===== src/rtl/matrix_multiplier.sv =====
// Multiplies the 4x4 channel matrix H by one of 16 scaled permutation/phase codewords C_q.
// Results stream out row-major, one saturated complex element per Hq_out_valid pulse.
module matrix_multiplier #(
    parameter int Q         = 8,
    parameter int N         = 16,
    parameter int ACC_WIDTH = 32
) (
    input  logic                clk,
    input  logic                rst,
    input  logic                start,
    input  logic [3:0]          q_index,
    input  logic                H_in_valid,
    output logic [1:0]          i_counter,
    output logic [1:0]          k_counter,
    input  logic signed [N-1:0] H_in_r,
    input  logic signed [N-1:0] H_in_i,
    output logic                hq_one_matrix_done,
    output logic                all_16_hq_done,
    output logic                Hq_out_valid,
    output logic signed [N-1:0] Hq_out_r,
    output logic signed [N-1:0] Hq_out_i
);
    localparam int CW = Q + 2;
    localparam logic signed [CW-1:0] ONE      = {2'b01, {Q{1'b0}}};
    localparam logic signed [CW-1:0] NEG_ONE  = -ONE;
    localparam logic signed [ACC_WIDTH-1:0] SAT_MAX = {{(ACC_WIDTH-N+1){1'b0}}, {(N-1){1'b1}}};
    localparam logic signed [ACC_WIDTH-1:0] SAT_MIN = {{(ACC_WIDTH-N+1){1'b1}}, {(N-1){1'b0}}};

    typedef enum logic [1:0] {IDLE = 2'd0, CALC = 2'd1, DONE = 2'd2} state_t;

    state_t state_reg, state_next;
    logic   accept, mac_en, last_mac;

    logic [3:0] q_reg;
    logic [1:0] i_reg, c_reg, k_reg;
    logic signed [ACC_WIDTH-1:0] acc_r_reg, acc_i_reg, res_r_reg, res_i_reg;
    logic emit_reg, last_reg;

    logic [1:0] col_sel;
    logic signed [CW-1:0] cr, ci;
    logic signed [ACC_WIDTH-1:0] hr_x, hi_x, cr_x, ci_x, term_r, term_i;

    function automatic logic signed [N-1:0] saturate(input logic signed [ACC_WIDTH-1:0] v);
        logic signed [ACC_WIDTH-1:0] s;
        s = v >>> Q;
        if (s > SAT_MAX)
            return SAT_MAX[N-1:0];
        else if (s < SAT_MIN)
            return SAT_MIN[N-1:0];
        else
            return s[N-1:0];
    endfunction

    always_ff @(posedge clk) begin
        if (rst)
            state_reg <= IDLE;
        else
            state_reg <= state_next;
    end

    always_comb begin
        state_next = state_reg;
        case (state_reg)
            IDLE:    if (accept) state_next = CALC;
            CALC:    if (last_mac) state_next = DONE;
            DONE:    state_next = IDLE;
            default: state_next = IDLE;
        endcase
    end

    always_comb begin
        accept   = (state_reg == IDLE) && start;
        mac_en   = (state_reg == CALC) && H_in_valid;
        last_mac = mac_en && (k_reg == 2'd3) && (c_reg == 2'd3) && (i_reg == 2'd3);
    end

    // C_q[k][c] is non-zero only where k selects the shifted column; w sets the phase.
    always_comb begin
        col_sel = c_reg + q_reg[1:0];
        cr = '0;
        ci = '0;
        if (k_reg == col_sel) begin
            case (q_reg[3:2])
                2'd0: cr = ONE;
                2'd1: ci = ONE;
                2'd2: cr = NEG_ONE;
                default: ci = NEG_ONE;
            endcase
        end
        hr_x   = {{(ACC_WIDTH-N){H_in_r[N-1]}}, H_in_r};
        hi_x   = {{(ACC_WIDTH-N){H_in_i[N-1]}}, H_in_i};
        cr_x   = {{(ACC_WIDTH-CW){cr[CW-1]}}, cr};
        ci_x   = {{(ACC_WIDTH-CW){ci[CW-1]}}, ci};
        term_r = hr_x * cr_x - hi_x * ci_x;
        term_i = hr_x * ci_x + hi_x * cr_x;
    end

    always_ff @(posedge clk) begin
        if (rst) begin
            q_reg              <= '0;
            i_reg              <= '0;
            c_reg              <= '0;
            k_reg              <= '0;
            acc_r_reg          <= '0;
            acc_i_reg          <= '0;
            res_r_reg          <= '0;
            res_i_reg          <= '0;
            emit_reg           <= 1'b0;
            last_reg           <= 1'b0;
            Hq_out_valid       <= 1'b0;
            Hq_out_r           <= '0;
            Hq_out_i           <= '0;
            hq_one_matrix_done <= 1'b0;
            all_16_hq_done     <= 1'b0;
        end else begin
            // Output stage runs one cycle behind the final accumulate of each element.
            emit_reg           <= 1'b0;
            Hq_out_valid       <= emit_reg;
            hq_one_matrix_done <= emit_reg && last_reg;
            all_16_hq_done     <= emit_reg && last_reg && (q_reg == 4'd15);
            if (emit_reg) begin
                Hq_out_r <= saturate(res_r_reg);
                Hq_out_i <= saturate(res_i_reg);
            end

            if (accept) begin
                q_reg     <= q_index;
                i_reg     <= '0;
                c_reg     <= '0;
                k_reg     <= '0;
                acc_r_reg <= '0;
                acc_i_reg <= '0;
            end else if (mac_en) begin
                if (k_reg == 2'd3) begin
                    res_r_reg <= acc_r_reg + term_r;
                    res_i_reg <= acc_i_reg + term_i;
                    acc_r_reg <= '0;
                    acc_i_reg <= '0;
                    emit_reg  <= 1'b1;
                    last_reg  <= (i_reg == 2'd3) && (c_reg == 2'd3);
                    k_reg     <= '0;
                    c_reg     <= c_reg + 2'd1;
                    if (c_reg == 2'd3)
                        i_reg <= i_reg + 2'd1;
                end else begin
                    acc_r_reg <= acc_r_reg + term_r;
                    acc_i_reg <= acc_i_reg + term_i;
                    k_reg     <= k_reg + 2'd1;
                end
            end
        end
    end

    assign i_counter = i_reg;
    assign k_counter = k_reg;
endmodule


===== config.mk =====
export PLATFORM = sky130hd
export DESIGN_NAME = matrix_multiplier
export DESIGN_NICKNAME = d
export VERILOG_FILES = /design/src/rtl/matrix_multiplier.sv
export SDC_FILE = /design/constraint.sdc
export NUM_CORES = 1
export LEC_CHECK = 0
export CAP_MARGIN = 20
export CORE_MARGIN = 2
export CORE_UTILIZATION = 30
export DETAILED_ROUTE_END_ITERATION = 10
export GPL_TIMING_DRIVEN = 0
export PLACE_DENSITY = 0.44
export SETUP_SLACK_MARGIN = 0.3
export SYNTH_ARGS = -nofsm -noshare
export SYNTH_HDL_FRONTEND = slang
export SYNTH_SLANG_ARGS = --single-unit

===== constraint.sdc =====
create_clock -name clk -period 7.75 [get_ports clk]
set_input_delay 1.1625 -clock clk [delete_from_list [all_inputs] [get_ports clk]]
set_output_delay 1.1625 -clock clk [all_outputs]
set_load 0.02 [all_outputs]

Word-level counts from Yosys, hierarchy flattened. Index checks and enable logic that the tools add are counted.

Output and inout bits: 39. Word-level logic and storage cells: 76. Bits in registers: 177.

Bitwise gates (word level): 2. Multipliers: 4. Equal/unequal tests: 10. Order comparisons: 4. Mux-type cells: 15. Reductions and logical operators: 17. Add/sub/neg operators: 8.

Operator list (number): $mul A16 B10 Y26 (4); $add A32 B27 Y32 (2); $mux W16 (4); $mux W32 (2); $gt A24 B16 Y1 const B (2); $lt A24 B16 Y1 const B (2); $pmux W10 S2 (2); $add A26 B26 Y27 (1); $sub A26 B26 Y27 (1); $mux W10 (2); $eq A2 B2 Y1 const B (4); $logic_and A1 B1 Y1 (8); $add A2 B1 Y2 const B (3); $mux W2 (3); $reduce_and A3 Y1 (2); $eq A2 B1 Y1 const B (2); $eq A4 B4 Y1 const B (1); $logic_not A2 Y1 (2); $ne A2 B2 Y1 const B (2); $pmux W2 S2 (1); $reduce_and A2 Y1 (2); $reduce_or A2 Y1 (2); $reduce_or A3 Y1 (1); $add A2 B2 Y2 (1); other kinds (3) (4).

Longest topological paths before layout. Gate-level depths: netlist of run 1.

Depth in word-level cells: 8. Mapped depth: 28. Gate-level depth less buffers: 26.

Worst setup path before layout of run 1. No wires, ideal clock.

Path kind: register -> register. Start: register q_reg[0]. End: register res_r_reg[25]. Arrival: 6120 ps. Period minus slack after synthesis: 6242 ps. Data required time: 7628 ps. Stages on the path, launching flop included: 25. Slack: 1508 ps. Path through: dfxtp_1 > ha_1 > xor2_1 > nor3b_2 > nand2_1 > clkbuf_1 > nor2_1 > ha_1 > ha_1 > ha_1 > inv_1 > fa_1 > inv_1 > fa_1 > inv_1 > fa_1 > ha_1 > ha_1 > a21oi_2 > o21ai_1 > a221oi_2 > and4b_4 > o21ai_2 > nor4b_2 > a311o_1.

Longest elaborated chain between the ends: 6. Elaborated cells between the ends (all ways): 8. Those cells by class: 3 x add/sub; 2 x mul; 1 x eq/ne; 2 x mux.

Ends and longest elaborated chain: from (decl) (RTL line 34) `logic [3:0] q_reg;`; from (signal assigned) (RTL line 127) `q_reg <= q_index;`; $add A2 B2 Y2 (*) (RTL line 79) `col_sel = c_reg + q_reg[1:0];`; $eq A2 B2 Y1 (*) (RTL line 82) `if (k_reg == col_sel) begin`; $mux W10 (RTL line 82); $mul A16 B10 Y26 (RTL line 94) `term_r = hr_x * cr_x - hi_x * ci_x;`; $sub A26 B26 Y27 (*) (RTL line 94); $add A32 B27 Y32 (*) (RTL line 135) `res_r_reg <= acc_r_reg + term_r;`; to (signal assigned) (RTL line 135); to (decl) (RTL line 36) `logic signed [ACC_WIDTH-1:0] acc_r_reg, acc_i_reg, res_r_reg, res_i_reg;`.

Mark *: on every way between the ends. The rest lies on a longest branch, timed or not. A chain may end at the register's enable or synchronous reset.

Final worst setup path of run 1.
Start: register q_reg[0]. End: register res_i_reg[29].

Longest elaborated chain between the ends: 6. Elaborated cells between the ends (all ways): 8. Those cells by class: 3 x add/sub; 2 x mul; 1 x eq/ne; 2 x mux.

Ends and longest elaborated chain: $add A2 B2 Y2 (*) (RTL line 79); $eq A2 B2 Y1 (*) (RTL line 82); $mux W10 (RTL line 82); $mul A16 B10 Y26 (RTL line 95) `term_i = hr_x * ci_x + hi_x * cr_x;`; $add A26 B26 Y27 (*) (RTL line 95); $add A32 B27 Y32 (*) (RTL line 136) `res_i_reg <= acc_i_reg + term_i;`; to (signal assigned) (RTL line 136); to (decl) (RTL line 36).

Marked as above.

==> metrics.csv, run 1 <==
metric,value,unit
drv_cap,0,
placed_area,17300,um^2
p_per_area,361,nW/um^2
place_ws,-0.299,ns
worstMarginPinSlew,1.18,ns
cts_hold_buf,0,
ctsHtreeMaxLevel,4,
synth_top_area_share,26.7,%
grt_max_degree,17,
routed-via-count,12448,
rows,83,
tns,0,ns
fin_skew,0.0136,ns
netlist_area,15600,um^2
grt-ovfl-total,0,
peakVddDrop,0.000318,V
final_nets,2382,
largest_reg_flops,29,
ant_nets,0,
yosys_warnings,0,
clock_path_buffers,2,
synth-edff-count,0,
viasPerCell,4.81,
setup_viol,0,
design_area,18000,um^2
layout-drive-gt1-share,4.57,%
whs,0.452,ns
cts_tree,built,
min_period_over_period,92.7,%
cp.arrival,7.50,ns
synth_top_cells_by_area,"ha_1 (27%), dfxtp_1 (19%), fa_1 (15%), inv_1 (6.3%), a21oi_1 (3.6%)",
wl_per_cell,18.0,um
relSlewSlack,20.9,%
rsz0062_at_grt,true,
core_area,51400,um^2
yosysMostFrequentCell,ha_1,
ys_ff_latch,150,
async_flop_share,0,%
p_leak,8.83,nW
grt_pass1_vias,13096,
place.gp.congestion,0.844,
boundaryPins,79,
ys_seq_area_share,19.2,%
clkTransAtPathRegs,0.07,ns
status,finished clean,
drtIter0Drc,611,
synth_cell_types,73,
fmax,139,MHz
synth_flop_cell,dfxtp_1,
start_util,30.4,%
synthTopCellsByCount,"ha_1 (333), inv_1 (264), dfxtp_1 (150), nand2_1 (143), fa_1 (117)",
grtUsageTotal,18.0,%
yosys.area.top_type,ha_1,
fp.dieW,232,um
crit_fanout,10,
hp-class,register to register,
dr.pass1.iters,6,
layout_min_cycle_time,7.18,ns
synth.avg_cell_area,8.77,um^2
syn_to_final_growth,15.6,%
die_area,53900,um^2
root_buffer,clkbuf_16,
crit_type,register to register,
finalMaxSlewViolations,0,
netlist_instances,1779,
crit_path_start_kind,register,
antenna_found_initial,1,
utilization,35.1,%
chipHeight,232,um
remaining_drc_errors,0,
io_buffers,78,
critPathRequiredTime,8.07,ns
clock_latency,0.46,ns
dpl.hpwl,39.2,mm
num-fill-cells,5461,
hold_viol,0,
totalWireLength,46.6,mm
cts_buffers,17,
fin_ws,0.567,ns
grt_pass1_wl,73.8,mm
critPathCaptureType,register,
clock_sinks,150,
cell families (layout without fill, tap and decap cells):
family | Yosys count | after routing | share of synthesized area [%]
AOI/OAI and AO/OA | 304 | 304 | 12.3
and+or+nand+nor | 468 | 468 | 14.7
buffers and inverters | 338 | 452 | 8.19
adders and majority gates | 450 | 450 | 41.7
other | 2 | 15 | 0.0481
muxes | 6 | 6 | 0.385
xor gates and xnor gates | 61 | 61 | 3.42
DFF | 150 | 150 | 19.2
layout by cell type (no fill, tap or decap), drive strengths merged, types with 5 or more instances in the layout:
master,instances
nand4,19
dfxtp,150
o211ai,6
a21o,15
a22oi,12
conb,14
xor2,26
nor2,111
and3,10
and2,51
inv,273
fa,117
nand2b,38
mux2i,6
or3,5
clkdlybuf4s50,78
a21oi,115
xnor2,35
or2,19
a31oi,13
nand2,143
nor4,6
buf,18
nand3,31
clkbuf,77
a22o,18
nor3,17
ha,333
o21ai,73
o21a,6
worst max-delay path, stage by stage (launching register included):
cell      delay, ns
dfxtp_1        0.34
ha_1           0.21
xnor2_1        0.18
xnor2_1        0.15
nor3b_2        0.19
buf_4          0.17
buf_6          0.17
nand2_2        0.23
buf_4          0.33
nor2_1         0.12
ha_1           0.24
ha_1           0.29
ha_1           0.30
fa_1           0.48
inv_1          0.06
fa_1           0.54
inv_1          0.06
fa_1           0.46
ha_1           0.30
ha_1           0.27
clkbuf_1       0.30
nand4_1        0.20
a31oi_1        0.44
a21oi_1        0.20
o31a_1         0.29
xor2_1         0.38
a21oi_1        0.12
path summary, 6_finish.rpt:
path | startpoint | endpoint | slack [ns] | cells after the start
worst min register to register | res_r_reg[22] | res_r_reg[22] | 0.45 | 2
worst min-delay path | res_r_reg[22] | res_r_reg[22] | 0.45 | 2
worst max-delay path | q_reg[0] | res_i_reg[29] | 0.57 | 26
worst max register to register | q_reg[0] | res_i_reg[29] | 0.57 | 26
per-stage QoR:
step / power [mW] / std cells
floorplan: 4.15 / 1791
global placement: 5.60 / 2549
detailed placement: 5.59 / 2551
CTS: 6.53 / 2584
global route: 7.15 / 2585
finish: 6.52 / 2586
power breakdown:
part	leakage [nW]	internal [mW]	total (mW)	switching (mW)
Combinational	7.32	1.62	4.77	3.15
Clock	0.294	0.491	0.901	0.410
Sequential	1.21	0.814	0.848	0.0339
Total	8.83	2.93	6.52	3.59
routing by layer:
metal,part of all wire (%),track usage (%),up-vias
met3,3.9,2.62,41
met2,47,30.6,213
met4,1.9,4.57,0
li1,-,-,6146
met1,47,23.9,6048
met5,0,0,-
cell type report:
type | instances | area (um^2) | share of cell area (%)
Antenna cell | 1 | 2.50 | 0.0139
Buffer | 73 | 317 | 1.75
Clock buffer | 18 | 429 | 2.38
Clock inverter | 14 | 183 | 1.01
Inverter | 265 | 995 | 5.51
Multi-Input combinational cell | 1303 | 11400 | 63.4
Sequential cell | 150 | 3000 | 16.6
Tap cell | 680 | 851 | 4.72
Timing Repair Buffer | 82 | 818 | 4.53
repair_timing:
| item | in CTS | in global routing |
|---|---|---|
| setup endpoints to repair | 55 | 47 |
| pin swaps | 1 | 1 |
| setup buffers | 1 | 1 |
| cloned | 0 | 0 |
| gates resized for setup | 15 | 16 |
Power figures use the tool's default switching activity.
==> run 2, diff against run 1 <==
--- a/config.mk
+++ b/config.mk
@@ -5,6 +5,7 @@
 export SDC_FILE = /design/constraint.sdc
 export NUM_CORES = 1
 export LEC_CHECK = 0
+export ABC_CLOCK_PERIOD_IN_PS = 7750
 export CAP_MARGIN = 20
 export CORE_MARGIN = 2
 export CORE_UTILIZATION = 30
==> results of run 2 <==
Same layout as run 1: the final DEF is identical, and so are final timing and power.
==> run 3, diff against run 2 <==
--- a/config.mk
+++ b/config.mk
@@ -8,10 +8,10 @@
 export ABC_CLOCK_PERIOD_IN_PS = 7750
 export CAP_MARGIN = 20
 export CORE_MARGIN = 2
-export CORE_UTILIZATION = 30
+export CORE_UTILIZATION = 55
 export DETAILED_ROUTE_END_ITERATION = 10
 export GPL_TIMING_DRIVEN = 0
-export PLACE_DENSITY = 0.44
+export PLACE_DENSITY = 0.72
 export SETUP_SLACK_MARGIN = 0.3
 export SYNTH_ARGS = -nofsm -noshare
 export SYNTH_HDL_FRONTEND = slang
==> run 3 against run 2 <==
Sequential power about the same; non-clock buffer count up 1; cell count down 12%; largest cell class unchanged; largest power group unchanged; highest routed layer unchanged.
==> metrics.csv, run 3 (synthesized netlist as in run 1, its figures left out) <==
metric,value,unit,change
crit_fanout,10,,unchanged
place.gp.congestion,0.915,,+8.4%
intPower,2.90,mW,-1.0%
grt_pass1_vias,12725,,-2.8%
totalWireLength,40.8,mm,-12%
fp.dieW,172,um,-26%
netSwitchingFraction,54.2,%,-0.89 points
grt_max_degree,19,,+2
final_common_cell,ha_1,,
grt_pass1_wl,65.7,mm,-11%
p_seq_share,13.4,%,+0.4 points
fmax,138,MHz,-1.0%
pwr-share-comb,72.7,%,-0.5 points
seqCellArea,3000,um^2,unchanged
ctsHtreeMaxLevel,4,,unchanged
hold_viol,0,,unchanged
syn_to_final_growth,13.0,%,
worstMarginPinSlew,1.12,ns,-0.0614 ns
layoutNonFillerInstCount,2284,,-12%
p_per_area,359,nW/um^2,-0.69%
final_cell_mix,"ha_1 (333), inv_1 (264), dfxtp_1 (150)",,
remaining_drc_errors,0,,unchanged
fin_skew,0.0142,ns,+0.000667 ns
crit_type,register to register,,
clock_path_buffers,2,,unchanged
peakVddDrop,0.000343,V,+7.9%
start_util,56.0,%,+26 points
cts_buffers,17,,unchanged
holdCritStartpoint,res_r_reg[20],,
slowest_stage,fa_1,,
grtUsageTotal,28.7,%,+11 points
clock_latency,0.44,ns,-0.02 ns
num-fill-cells,2477,,-55%
pwr-share-clk,14.0,%,+0.2 points
root_buffer,clkbuf_16,,
rr_startpoint,c_reg[0],,
ant_nets,0,,unchanged
multi_input_area,11400,um^2,-0.23%
finalMaxSlewViolations,0,,unchanged
clock_sinks,150,,unchanged
placed_cells,2249,,-12%
drtIter0Drc,1030,,+69%
critPathRequiredTime,8.04,ns,-0.03 ns
boundaryPins,79,,unchanged
slowest_delay,0.52,ns,-0.02 ns
viasPerCell,5.57,,+16%
io_buffers,78,,unchanged
switching_power,3.43,mW,-4.5%
min_period_over_period,93.7,%,+0.98 points
clkTransAtPathRegs,0.08,ns,about the same
relSlewSlack,25.0,%,+4.1 points
final_nets,2383,,+0.042%
crit_path_start_kind,register,,
layout-drive-gt1-share,4.30,%,-0.26 points
rsz0062_at_grt,true,,
rows,61,,-27%
wl_per_cell,17.9,um,-0.67%
largest_reg_flops,29,,unchanged
p_total,6.33,mW,-3.0%
cp.arrival,7.55,ns,+0.05 ns
dr.pass1.iters,7,,+1
routed-via-count,12723,,+2.2%
chipHeight,172,um,-26%
cp_num_buf_inv,7,,+1
setup_viol,0,,unchanged
p_leak,8.81,nW,-0.24%
dpl.hpwl,33.6,mm,-14%
n_antenna_cell,0,,-1
status,finished clean,,
grt-ovfl-total,0,,unchanged
path_common_cell,ha_1,,
cp_top_family,adder cells,,
antenna_found_initial,0,,-1
critPathCaptureType,register,,
drv_cap,0,,unchanged
layout_min_cycle_time,7.26,ns,+0.0759 ns
hp-class,register to register,,
crit_start,c_reg[0],,
die_area,29700,um^2,-45%
core_area,27900,um^2,-46%
utilization,63.3,%,+28 points
cts_tree,built,,
[run 3: tightest hold or removal path, stage by stage (launching register included)]
cell and delay, ns:
dfxtp_1 0.31, nand2_1 0.05, a21oi_1 0.05
[run 3: final timing paths]
path / to / slack, ns / depth (start not counted)
setup / recovery: res_i_reg[30] / 0.49 / 27
hold reg to reg: res_r_reg[20] / 0.45 / 2
hold / removal: res_r_reg[20] / 0.45 / 2
setup reg to reg: res_i_reg[30] / 0.49 / 27
[run 3: layout make-up]
class                      instances  share of cell area, %
inverter                         265                   5.64
buffer                            73                   1.66
timing repair buffer              83                   4.68
sequential                       150                   17.0
tap                              378                   2.68
multi-input combinational       1303                   64.8
clock buffer                      17                   2.41
clock inverter                    15                   1.11
[run 3: layer usage]
layer | up-vias | global-route usage [%] | wire length, um
met3 | 54 | 2.66 | 1810
met1 | 6186 | 39.0 | 18800
met5 | - | 0 | 0
met2 | 335 | 48.8 | 19200
met4 | 0 | 7.86 | 1020
li1 | 6148 | - | -
[run 3: through the flow]
stage | hold WS [ns] | worst slack [ns] | setup TNS [ns] | instance area, um^2
after floorplan | 0.429 | 1.51 | 0 | 15700
after global placement | 0.438 | -0.712 | -12.61 | 16900
after detailed placement | 0.444 | -0.0687 | -0.0817 | 16900
after CTS | 0.455 | 0.305 | 0 | 17600
after global routing | 0.474 | 0.262 | 0 | 17600
final | 0.453 | 0.491 | 0 | 17600
[run 3: power by group through the flow]
stage / clock (mW) / combinational, mW / sequential (mW)
floorplan: 0 / 3.30 / 0.849
global placement: 0 / 4.46 / 0.864
detailed placement: 0 / 4.50 / 0.864
CTS: 0.885 / 4.54 / 0.847
global route: 0.922 / 5.12 / 0.850
finish: 0.884 / 4.60 / 0.847
[run 3: what timing repair did]
action	4_1_cts	5_1_grt
endpoints found under the setup margin	25	41
pin swaps	0	2
buffers inserted	0	3
hold buffers	0	0
resized for setup	6	12
